==> src/rtl/tmds_channel_decoder.sv <==
`timescale 1ns/1ps
// ---------------------------------------------------------------------------
// tmds_channel_decoder
//
// Receive-side decoder for one TMDS colour channel. Each pixclk it takes one
// 10-bit word from the deserializer and recovers either 8-bit video data
// (VDE=1) or a 2-bit control code (VDE=0). An alignment state machine looks
// for runs of control tokens during blanking to confirm word boundaries. If
// no qualifying run shows up in time, it pulses bitslip so the deserializer
// shifts its word boundary by one bit.
//
// Ports
//   pixclk      in   1   pixel clock, all logic on the rising edge
//   reset       in   1   asynchronous active-high reset; release is
//                        expected to be synchronous to pixclk
//   tmds_in     in  10   parallel TMDS word, bit 0 first on the wire
//   VD          out  8   decoded video data (held during control periods)
//   CD          out  2   decoded control code (held during data periods)
//   VDE         out  1   1 = data period, 0 = control period
//   bitslip     out  1   one-cycle request to slip alignment by one bit
//   locked      out  1   word alignment established
//   slip_count  out  4   slips issued since reset, modulo 10
// ---------------------------------------------------------------------------
module tmds_channel_decoder #(
    parameter int CTRL_RUN       = 8,
    parameter int SEARCH_TIMEOUT = 2048,
    parameter int SLIP_SETTLE    = 16,
    parameter int LOCK_TIMEOUT   = 4096
) (
    input  logic       pixclk,
    input  logic       reset,
    input  logic [9:0] tmds_in,
    output logic [7:0] VD,
    output logic [1:0] CD,
    output logic       VDE,
    output logic       bitslip,
    output logic       locked,
    output logic [3:0] slip_count
);

    // SEARCH and LOCKED share one timer, so it is sized for the longer
    // of the two timeouts.
    localparam int TIMER_SPAN = (LOCK_TIMEOUT > SEARCH_TIMEOUT) ? LOCK_TIMEOUT : SEARCH_TIMEOUT;
    localparam int RUN_W      = $clog2(CTRL_RUN) + 1;
    localparam int TIMER_W    = $clog2(TIMER_SPAN) + 1;
    localparam int SETTLE_W   = $clog2(SLIP_SETTLE) + 1;

    localparam logic [RUN_W-1:0]    RUN_MAX     = RUN_W'(CTRL_RUN);
    localparam logic [TIMER_W-1:0]  SEARCH_LAST = TIMER_W'(SEARCH_TIMEOUT - 1);
    localparam logic [TIMER_W-1:0]  LOCK_LAST   = TIMER_W'(LOCK_TIMEOUT - 1);
    localparam logic [SETTLE_W-1:0] SETTLE_LAST = SETTLE_W'(SLIP_SETTLE - 1);

    typedef enum logic [1:0] {
        ST_SEARCH = 2'd0,
        ST_SLIP   = 2'd1,
        ST_SETTLE = 2'd2,
        ST_LOCKED = 2'd3
    } state_t;

    state_t              state_q,    state_d;
    logic [RUN_W-1:0]    runCnt_q,   runCnt_d;
    logic [TIMER_W-1:0]  timer_q,    timer_d;
    logic [SETTLE_W-1:0] settle_q,   settle_d;
    logic [3:0]          slipCnt_q,  slipCnt_d;
    logic                bitslip_q,  bitslip_d;
    logic                locked_q,   locked_d;
    logic [7:0]          vd_q,       vd_d;
    logic [1:0]          cd_q,       cd_d;
    logic                vde_q,      vde_d;

    logic                isToken;
    logic [1:0]          tokenCode;
    logic [7:0]          qWord;
    logic [7:0]          dataWord;
    logic [RUN_W-1:0]    runNext;
    logic                runHit;

    // The four control tokens are recognised only on an exact match; any
    // other word, including a corrupted token, is treated as video data.
    always_comb begin
        isToken   = 1'b1;
        tokenCode = 2'b00;
        case (tmds_in)
            10'b1101010100: tokenCode = 2'b00;
            10'b0010101011: tokenCode = 2'b01;
            10'b0101010100: tokenCode = 2'b10;
            10'b1010101011: tokenCode = 2'b11;
            default:        isToken   = 1'b0;
        endcase
    end

    // Undo the transmitter's two steps: bit 9 says whether the low byte was
    // inverted, bit 8 says whether the chain was built with XOR or XNOR.
    always_comb begin
        qWord       = tmds_in[9] ? ~tmds_in[7:0] : tmds_in[7:0];
        dataWord    = '0;
        dataWord[0] = qWord[0];
        for (int i = 1; i < 8; i++) begin
            dataWord[i] = tmds_in[8] ? (qWord[i] ^ qWord[i-1]) : ~(qWord[i] ^ qWord[i-1]);
        end
    end

    // Decoded outputs are registered one cycle behind the input. Whichever
    // of VD/CD does not apply to the current word keeps its last value.
    always_comb begin
        vd_d  = vd_q;
        cd_d  = cd_q;
        vde_d = 1'b0;
        if (isToken) begin
            cd_d = tokenCode;
        end else begin
            vd_d  = dataWord;
            vde_d = 1'b1;
        end
    end

    // Run length of consecutive tokens, counted against the word being
    // sampled now. The token codes may change within a run, so any token
    // extends it. The count saturates so that a long blanking interval
    // keeps reporting a hit.
    always_comb begin
        if (!isToken) begin
            runNext = '0;
        end else if (runCnt_q == RUN_MAX) begin
            runNext = runCnt_q;
        end else begin
            runNext = runCnt_q + RUN_W'(1);
        end
        runHit = (runNext == RUN_MAX);
    end

    // Alignment FSM next-state logic. Lock is judged on the count that
    // includes the current word, so locked rises one cycle after the token
    // that completes the run, in step with the decoded outputs.
    // slip_count advances as SLIP is entered so that it rises together
    // with the bitslip pulse.
    always_comb begin
        state_d   = state_q;
        runCnt_d  = runNext;
        timer_d   = timer_q;
        settle_d  = settle_q;
        slipCnt_d = slipCnt_q;

        unique case (state_q)
            ST_SEARCH: begin
                timer_d = timer_q + TIMER_W'(1);
                if (runHit) begin
                    state_d = ST_LOCKED;
                    timer_d = '0;
                end else if (timer_q == SEARCH_LAST) begin
                    state_d   = ST_SLIP;
                    timer_d   = '0;
                    slipCnt_d = (slipCnt_q == 4'd9) ? 4'd0 : slipCnt_q + 4'd1;
                end
            end

            ST_SLIP: begin
                runCnt_d = '0;
                timer_d  = '0;
                settle_d = '0;
                state_d  = ST_SETTLE;
            end

            ST_SETTLE: begin
                runCnt_d = '0;
                timer_d  = '0;
                if (settle_q == SETTLE_LAST) begin
                    settle_d = '0;
                    state_d  = ST_SEARCH;
                end else begin
                    settle_d = settle_q + SETTLE_W'(1);
                end
            end

            ST_LOCKED: begin
                if (runHit) begin
                    timer_d = '0;
                end else if (timer_q == LOCK_LAST) begin
                    state_d  = ST_SEARCH;
                    timer_d  = '0;
                    runCnt_d = '0;
                end else begin
                    timer_d = timer_q + TIMER_W'(1);
                end
            end

            default: begin
                state_d  = ST_SEARCH;
                runCnt_d = '0;
                timer_d  = '0;
                settle_d = '0;
            end
        endcase

        bitslip_d = (state_d == ST_SLIP);
        locked_d  = (state_d == ST_LOCKED);
    end

    // All state, including the bitslip and locked flags, lives in flops
    // cleared by the asynchronous reset. Registering the flags directly
    // avoids decode glitches on the outputs, and bitslip drops the moment
    // reset is asserted.
    always_ff @(posedge pixclk or posedge reset) begin
        if (reset) begin
            state_q   <= ST_SEARCH;
            runCnt_q  <= '0;
            timer_q   <= '0;
            settle_q  <= '0;
            slipCnt_q <= '0;
            bitslip_q <= 1'b0;
            locked_q  <= 1'b0;
            vd_q      <= '0;
            cd_q      <= '0;
            vde_q     <= 1'b0;
        end else begin
            state_q   <= state_d;
            runCnt_q  <= runCnt_d;
            timer_q   <= timer_d;
            settle_q  <= settle_d;
            slipCnt_q <= slipCnt_d;
            bitslip_q <= bitslip_d;
            locked_q  <= locked_d;
            vd_q      <= vd_d;
            cd_q      <= cd_d;
            vde_q     <= vde_d;
        end
    end

    assign VD         = vd_q;
    assign CD         = cd_q;
    assign VDE        = vde_q;
    assign bitslip    = bitslip_q;
    assign locked     = locked_q;
    assign slip_count = slipCnt_q;

endmodule
==> config.mk <==
export PLATFORM = sky130hd
export DESIGN_NAME = tmds_channel_decoder
export DESIGN_NICKNAME = d
export VERILOG_FILES = /design/src/rtl/tmds_channel_decoder.sv
export SDC_FILE = /design/constraint.sdc
export NUM_CORES = 1
export LEC_CHECK = 0
export ABC_AREA = 0
export BUFFER_PORTS_ARGS = -buffer_cell sky130_fd_sc_hd__buf_2
export CAP_MARGIN = 25
export CELL_PAD_IN_SITES_DETAIL_PLACEMENT = 1
export CELL_PAD_IN_SITES_GLOBAL_PLACEMENT = 1
export CORE_ASPECT_RATIO = 1.5
export CORE_MARGIN = 10
export CORE_UTILIZATION = 40
export CTS_BUF_LIST = sky130_fd_sc_hd__clkbuf_8
export DETAILED_ROUTE_END_ITERATION = 16
export GPL_ROUTABILITY_DRIVEN = 0
export PLACE_DENSITY = 0.72
export SYNTH_ARGS = -nofsm -noshare
export SYNTH_HDL_FRONTEND = slang
export SYNTH_SLANG_ARGS = --single-unit
==> constraint.sdc <==
create_clock -name pixclk -period 3.5 [get_ports pixclk]
set_input_delay 0.175 -clock pixclk [delete_from_list [all_inputs] [get_ports pixclk]]
set_output_delay 0.175 -clock pixclk [all_outputs]
set_load 0.1 [all_outputs]
==> Yosys cells after proc, flatten, opt, wreduce, memory -nomap -nowiden <==
Index checks and enable logic that the tools add are counted.
{ "word_totals": {"reg_bits": 41, "latch_bits": 0, "mem_bits_rw": 0, "mem_bits_ro": 0, "out_inout_bits": 17, "wordCells": 80, "n_memories": 0} }
{ "op_classes": {"addsub": 4, "multipliers": 0, "div_mod_pow": 0, "n_lt_le_gt_ge": 0, "n_eq_ne": 15, "n_shift": 0, "muxes": 30, "bitwise": 16, "n_reduce_logical": 5} }
{ "ops": {"columns": ["operator", "n"], "rows": [
  ["$mux W13", 4],
  ["$pmux W13 S3", 1],
  ["$eq A10 B10 Y1 const B", 2],
  ["$mux W4", 5],
  ["$add A13 B1 Y13 const B", 1],
  ["$eq A13 B11 Y1 const B", 1],
  ["$eq A13 B12 Y1 const B", 1],
  ["$eq A4 B4 Y1 const B", 3],
  ["$eq A10 B8 Y1 const B", 1],
  ["$eq A10 B9 Y1 const B", 1],
  ["$mux W2", 5],
  ["$pmux W5 S2", 1],
  ["$mux W1", 9],
  ["$add A4 B1 Y4 const B", 2],
  ["$mux W8", 1],
  ["$not A1 Y1", 8],
  ["$not A8 Y8", 1],
  ["$pmux W2 S4", 1],
  ["$pmux W4 S2", 1],
  ["$xor A1 B1 Y1", 7],
  ["$eq A2 B2 Y1 const B", 3],
  ["$pmux W2 S3", 1],
  ["$add A5 B1 Y5 const B", 1],
  ["$eq A5 B4 Y1 const B", 1],
  ["other kinds (7)", 8]
]} }

==> Logic depth before layout (Yosys ltp) <==
Gate-level depths: netlist of the first run.
{ "logic_depth": {"depth_word": 8, "depth_mapped": 8} }

==> Worst setup path before layout of the first run <==
No wires, ideal clock.
{ "synth_timing": {"path_kind": "reg2reg", "start": "register state_q[0]", "end": "register bitslip_q (netlist: bitslip)", "setup_time_ns": 0.120, "arrival_ns": 1.945, "path_slack_ns": 1.435, "path_stages_with_launch": 8, "path_buffers": 0, "path_cell_list": "dfrtp_1 -> inv_1 -> ha_1 -> or3b_2 -> o41ai_2 -> nand2_1 -> a32oi_2 -> and3b_1"} }
{ "synth_between": {"elab_chain_len": 4} }
{ "synth_rtl": {"columns": ["item", "line", "source"], "rows": [
  ["start, declared", "60", "state_t state_q, state_d;"],
  ["start signal, assigned", "216", "state_q <= state_d;"],
  ["$mux W2, on equally long branches", "178, 150", null],
  ["$mux W2, on equally long branches", "176, 147", null],
  ["$pmux W2 S4 (*)", "144", "unique case (state_q)"],
  ["$eq A2 B1 Y1 (*)", "195", "bitslip_d = (state_d == ST_SLIP);"],
  ["net bitslip_d", "65", "logic bitslip_q, bitslip_d;"],
  ["end signal, assigned", "221", "bitslip_q <= bitslip_d;"],
  ["end, declared", "65", null]
]} }
The timed path passes the listed nets; every way through them passes the cells marked *.
A chain may end at the register's enable or synchronous reset.

==> Worst setup path after layout of the first run <==
{ "layout_timing": {"start": "register state_q[0]", "end": "register timer_q[9]"} }
{ "layout_between": {"elab_chain_len": 3} }
{ "layout_rtl": {"columns": ["item", "line", "source"], "rows": [
  ["$eq A2 B2 Y1 / $eq A2 B1 Y1 (equally long branches)", "144", null],
  ["$reduce_or A2 Y1 (no line)", null, null],
  ["$pmux W13 S3 (*)", "144", null],
  ["net timer_d[9]", "62", "logic [TIMER_W-1:0] timer_q, timer_d;"],
  ["end signal, assigned", "218", "timer_q <= timer_d;"],
  ["end, declared", "62", null]
]} }
Marks and branches as above.

==> impl_results.md, run 1 <==
* Top sig layer: met4
* Setup TNS at 0 ns
* Met2 routed wirelength at roughly 2800 microns
* Row count at 33
* Vias in the first global route at between 1500 and 2000
* Nets@finish at 287
* Final Slew Violations at 0
* Grt ovf at 0
* Critical-path cell list: inv_1 -> ha_1 -> or3b_2 -> o41ai_2 -> a21oi_1 -> a21bo_2 -> nor2_1
* Synth Instances at around 230
* Initial Util at about 41%
* Die Y at 112 microns
* CTS tree: done
* Multi-input logic area at 0.00113 sq mm
* Worst setup EP type: flop
* Post-route setup slack at 1.21 ns
* Post-CTS Hold Buffers at 1
* Vias per inst at 5.23
* Post-DP HPWL at approximately 4000 microns
* Synth-to-Final Area Change at 13.5%
* PD cells at a little over 400 mW/mm^2
* Pin count of the biggest net entering global routing at 35
* Crit Path Class: reg2reg
* Share of cells above drive strength 1 at about a fifth
* Register area at between 0.001 and 0.0015 sq mm
* Total power at around 1.1 mW
* Met1 WL at 2000 microns
* Clock Sinks at roughly 40
* Wirelength per Cell at 15.4 microns
* Fillers at 644
* Number of synthesized flops with an enable pin at 0
* CTS Buffer Depth at 2
* Starting DRT DRC Count at 41
* Least-Margin Pin Slew at between 0.5 and 0.6 ns
* Final Skew at roughly 0.014 ns
* Required time worst endpoint at 3.67 ns
* Vias post-DR at 1757
* Syn_area_per_cell at around 9.7 sq um
* Outcome: finished, final reports clean
* Area contributors post-synth: dfrtp_1 45%, xnor2_1 7.3%, ha_1 5.0%
* RR Startpoint: state_q[0]$_DFF_PP0_
* First-pass DRT Iterations at 4
* Met3 WL at between 200 and 250 microns
* Largest stage delay, worst path at about 0.48 ns
* Max_cap viols at 0
* Setup crit start: state_q[0]$_DFF_PP0_
* Post-CTS Setup Bufs at 0
* CTS Buf Count at 5
* Ys Warns at 0
* Worst hold path type: in2reg
* Util after Layout at between 40% and 50%
* Critical Path Fanout Max at 12
* Leakage power at around 1.1 nW
* Placed Area at between 0.002 and 0.0025 sq mm
* CP arrival at between 2 and 2.5 ns
* Final period util at between 60 and 70%
* PortBufs at 28
* Final min period at between 2 and 2.5 ns
* Slew HR at 66.2%
* First-pass GRT wire length at about 8700 microns
* IO Count at 29
* H-tree depth at 2
* Synth top area share at a little under half
* Gr usage total at 11.9%
* Slowest cell on the critical path: or3b_2
* Worst skew pair latency at roughly 0.30 ns
* Die area at between 0.009 and 0.01 sq mm
* VDD IR max at approximately 210 uV
* Most common cell after layout, fill and taps aside: dfrtp_1
* Predominant post-synthesis flop cell: dfrtp_1
* Syn nets at ~260
* Most frequent cells in the layout: 41 x dfrtp_1, 28 x nand2_1, 28 x buf_2
* Clk slew on worst S/H paths at around 0.08 ns
* Largest area contributor in the netlist: dfrtp_1
* Inserted Diodes at 0
* Residual DRC at 0
* Hold_sp: tmds_in[9]
* Clk root buf: clkbuf_8
* Finished Cell Area at approximately 0.0026 sq mm
* RSZ-0062 raised after global routing: false
* Max Clk Rate at 0.436 GHz
* Place WS at about 1.2 ns
* Netlist cell types at 48
* Final Hold Vio Count at 0
* Critical Path Source Type: flop
* Post-cts sizing count at 0
* Synth Cell Area at 0.00227 sq mm
* Async set-reset flop share out of synthesis at 100%
* Final setup fails at 0
* Die span in x at 81.6 microns
* Drt total wl at 5170 microns
* Seq/Total Area, Yosys at around 45%
* Register bit count reported by yosys at ~40
* Initial antenna violation count at 0
* Placeable core region at ~0.0055 sq mm
* Remaining antenna violation count after routing at 0
## flip-flops by register name, summed over array words and instances, names as in the netlist
signal and count:
slip_count 4, bitslip 1, runCnt_q 4, state_q 2, VDE 1, settle_q 5
timer_q 13, locked 1, CD 2, VD 8
## power breakdown
group | total (mW) | internal, mW | switching [mW]
Clock | 0.376 | 0.207 | 0.168
Combinational | 0.189 | 0.0331 | 0.156
Sequential | 0.496 | 0.489 | 0.00708
## path summary, 6_finish.rpt
path	endpoint	slack, ns	cells past startpoint
worst min register to register	VD[2]$_DFFE_PP0P_	0.48	2
worst min-delay path	CD[1]$_DFFE_PP0N_	0.19	3
max in group asynchronous	timer_q[8]$_DFF_PP0_	2.37	4
worst max-delay path	timer_q[9]$_DFF_PP0_	1.21	7
worst max register to register	timer_q[9]$_DFF_PP0_	1.21	7
min in group asynchronous	VD[2]$_DFFE_PP0P_	0.36	3
## logic make-up after synthesis
family / synth area share (%)
adders and majority gates: 4.95
buffers and inverters: 5.01
xor gates and xnor gates: 9.63
muxes: 1.43
and+or+nand+nor: 20.3
AOI/OAI and AO/OA: 13.6
DFF: 45.1
## layer usage
layer  up-vias  GRT usage, %
li1        861             -
met1       864          11.9
met2        23          22.2
met3         9          3.04
met4         0          4.87
met5         -             0
## critical path, delay by kind of cell (launching register included)
family / cells / cell delay [ns]
AOI/OAI and AO/OA: 3 / 0.82
adders and majority gates: 1 / 0.29
buffers and inverters: 1 / 0.10
DFF: 1 / 0.40
and+or+nand+nor: 2 / 0.56
## per-stage QoR
stage,hold WS [ns],std cells
after floorplan,0.341,234
after global placement,0.138,328
after detailed placement,0.146,328
after CTS,0.188,336
after global routing,0.198,336
final,0.193,336
## layout make-up
cell class / count / area share (%)
Timing Repair Buffer: 30 / 6.11
Clock inverter: 2 / 1.36
Multi-Input combinational cell: 169 / 43.9
Inverter: 19 / 2.76
Sequential cell: 41 / 39.8
Tap cell: 70 / 3.39
Clock buffer: 5 / 2.67
## synthesized netlist by cell type (all sizes together) (2+ instances only)
master / number
o21ai: 17
nor2: 19
dfrtp: 41
a211oi: 3
buf: 4
mux2: 2
nand4: 5
o211ai: 2
inv: 19
a21o: 3
xnor2: 19
nand2: 29
ha: 9
nand3: 12
a31oi: 2
or2: 2
a21oi: 10
nor3: 4
nor4: 3
and3: 2
xor2: 6
No activity file was read; power rests on OpenSTA's default activity.
==> run 2, diff against run 1 <==
==> constraint.sdc (replaced) <==
create_clock -name pixclk -period 2.3 [get_ports pixclk]
set_input_delay 0.115 -clock pixclk [delete_from_list [all_inputs] [get_ports pixclk]]
set_output_delay 0.115 -clock pixclk [all_outputs]
set_load 0.1 [all_outputs]
==> impl_results.md, run 2 (synthesis gave the netlist of run 1 again) <==
* Reported net switching power at roughly 0.49 mW
* Vias post-DR at around 1800
* Least-Margin Pin Slew at 0.535 ns
* Final min period at ~2.2 ns
* FF-to-FF End: bitslip$_DFF_PP0_
* Post-cts sizing count at 0
* Outcome: finished, final reports clean
* Die Y at between 100 and 150 microns
* Vias in the first global route at 1986
* IO Count at 29
* Crit Path Class: reg2reg
* Largest reg by FF count: timer_q
* Vias per inst at ~5.3
* Starting DRT DRC Count at 30
* Final Slew Violations at 0
* Grt ovf at 0
* Required time worst endpoint at approximately 2.5 ns
* Initial antenna violation count at 0
* Placed Area at between 0.002 and 0.003 sq mm
* Critical Path Fanout Max at 4
* CTS Buffer Depth at 2
* VDD IR max at ~300 uV
* Combinational power share at 17.9%
* Wirelength per Cell at about 15 microns
* Worst reg2reg setup slack at 0.14 ns
* Critical Path Source Type: flop
* Post-DP HPWL at around 4000 microns
* PortBufs at 28
* CP Capture Point: bitslip$_DFF_PP0_
* CTS tree: done
* Drt total wl at slightly above 5000 microns
* RSZ-0062 raised after global routing: false
* Worst hold path type: in2reg
* H-tree depth at 2
* First-pass DRT Iterations at 4
* Largest register FFs at 13
* Worst hold path depth at 3
* Max_cap viols at 0
* Worst reg2reg path depth at 7
* Most common cell after layout, fill and taps aside: dfrtp_1
* Setup crit start: state_q[0]$_DFF_PP0_
* Die span in x at 81.6 microns
* Nets@finish at 294
* Clock power frac at 35.0%
* Setup TNS at 0 ns
* Final setup fails at 0
* Gr usage total at between 10% and 20%
* Finished Cell Area at 0.00263 sq mm
* Worst setup EP type: flop
* Clk slew on worst S/H paths at 0.08 ns
* Final Hold Vio Count at 0
* Inserted Diodes at 0
* CP arrival at ~2.4 ns
* Sw frac at a little under a third
* Max Clk Rate at between 0.4 and 0.5 GHz
* Internal power at approximately 1.1 mW
* Share of cells above drive strength 1 at a little over a fifth
* Util after Layout at 47.9%
* Remaining antenna violation count after routing at 0
* Synth-to-Final Area Change at 15.8%
* Final Skew at about 0.012 ns
* Worst skew pair latency at 0.30 ns
* Die area at between 0.009 and 0.01 sq mm
* Leakage power at about 1.2 nW
* Flop pwr share at ~47%
* First-pass GRT wire length at 9120 microns
* PD cells at approximately 610 mW/mm^2
* RR Startpoint: state_q[0]$_DFF_PP0_
* Clock Sinks at 41
* Total power at 1.60 mW
* CTS Buf Count at 5
* Pin count of the biggest net entering global routing at 42
* Residual DRC at 0
* Initial Util at about two fifths
* Clk root buf: clkbuf_8
* Final period util at 93.9%
* Placeable core region at 0.00549 sq mm
* Slew HR at about 64%
* Row count at 33
* Most frequent cells in the layout: 41 x dfrtp_1, 28 x nand2_1, 28 x buf_2
==> run 2: cell count changes in the layout (fill, tap and decap cells not counted) <==
cell and delta:
buf_4 +7
==> run 2: through the flow <==
step / hold WS (ns) / std cells / setup slack, ns
6_report: 0.119 / 343 / 0.141
5_1_grt: 0.139 / 343 / 0.00527
4_1_cts: 0.115 / 343 / 0.110
3_5_place_dp: 0.286 / 335 / 0.116
3_3_place_gp: 0.274 / 335 / 0.201
2_1_floorplan: 0.281 / 234 / 0.235
==> run 2: what timing repair did <==
action / CTS / global route
buffers inserted: 0 / 0
hold buffers: 1 / 0
endpoints found under the hold margin: 41 / 0
==> run 2: cell type report <==
cell class,instances,area [sq um]
Clock inverter,2,35.0
Clock buffer,5,68.8
Sequential cell,41,1030
Timing Repair Buffer,37,210
Inverter,19,71.3
Tap cell,70,87.6
Fill cell,651,2860
Multi-Input combinational cell,169,1130
==> run 2: worst min path at each step <==
| stage | startpoint | endpoint | slack [ns] |
|---|---|---|---|
| after detailed placement | reset | VD[5]$_DFFE_PP0P_ | 0.29 |
| after CTS | tmds_in[7] | VD[7]$_DFFE_PP0P_ | 0.11 |
| after global routing | tmds_in[7] | VD[7]$_DFFE_PP0P_ | 0.14 |
| after global placement | reset | VD[5]$_DFFE_PP0P_ | 0.27 |
| final | tmds_in[7] | VD[7]$_DFFE_PP0P_ | 0.12 |
| after floorplan | tmds_in[9] | CD[1]$_DFFE_PP0N_ | 0.28 |
==> run 2: power by group through the flow <==
stage	sequential (mW)	combinational (mW)	clock [mW]
4_1_cts	0.755	0.291	0.582
5_1_grt	0.759	0.303	0.609
3_3_place_gp	0.768	0.286	0
3_5_place_dp	0.770	0.290	0
2_1_floorplan	0.947	0.0532	0
6_report	0.755	0.287	0.560
==> run 2: metal layers <==
layer  track usage [%]  up-vias  wire (microns)
met5                 0        -               0
met2              22.5       25            2850
met1              12.8      895            2050
li1                  -      876               -
met4              4.63        0             112
met3              2.72        9             185
==> run 2: worst max-delay path: stages, from the launching register on <==
cell,delay (ns)
dfrtp_1,0.40
inv_1,0.11
ha_1,0.22
or3b_2,0.45
o41ai_2,0.32
nand2_1,0.12
a32oi_2,0.23
and3b_1,0.20
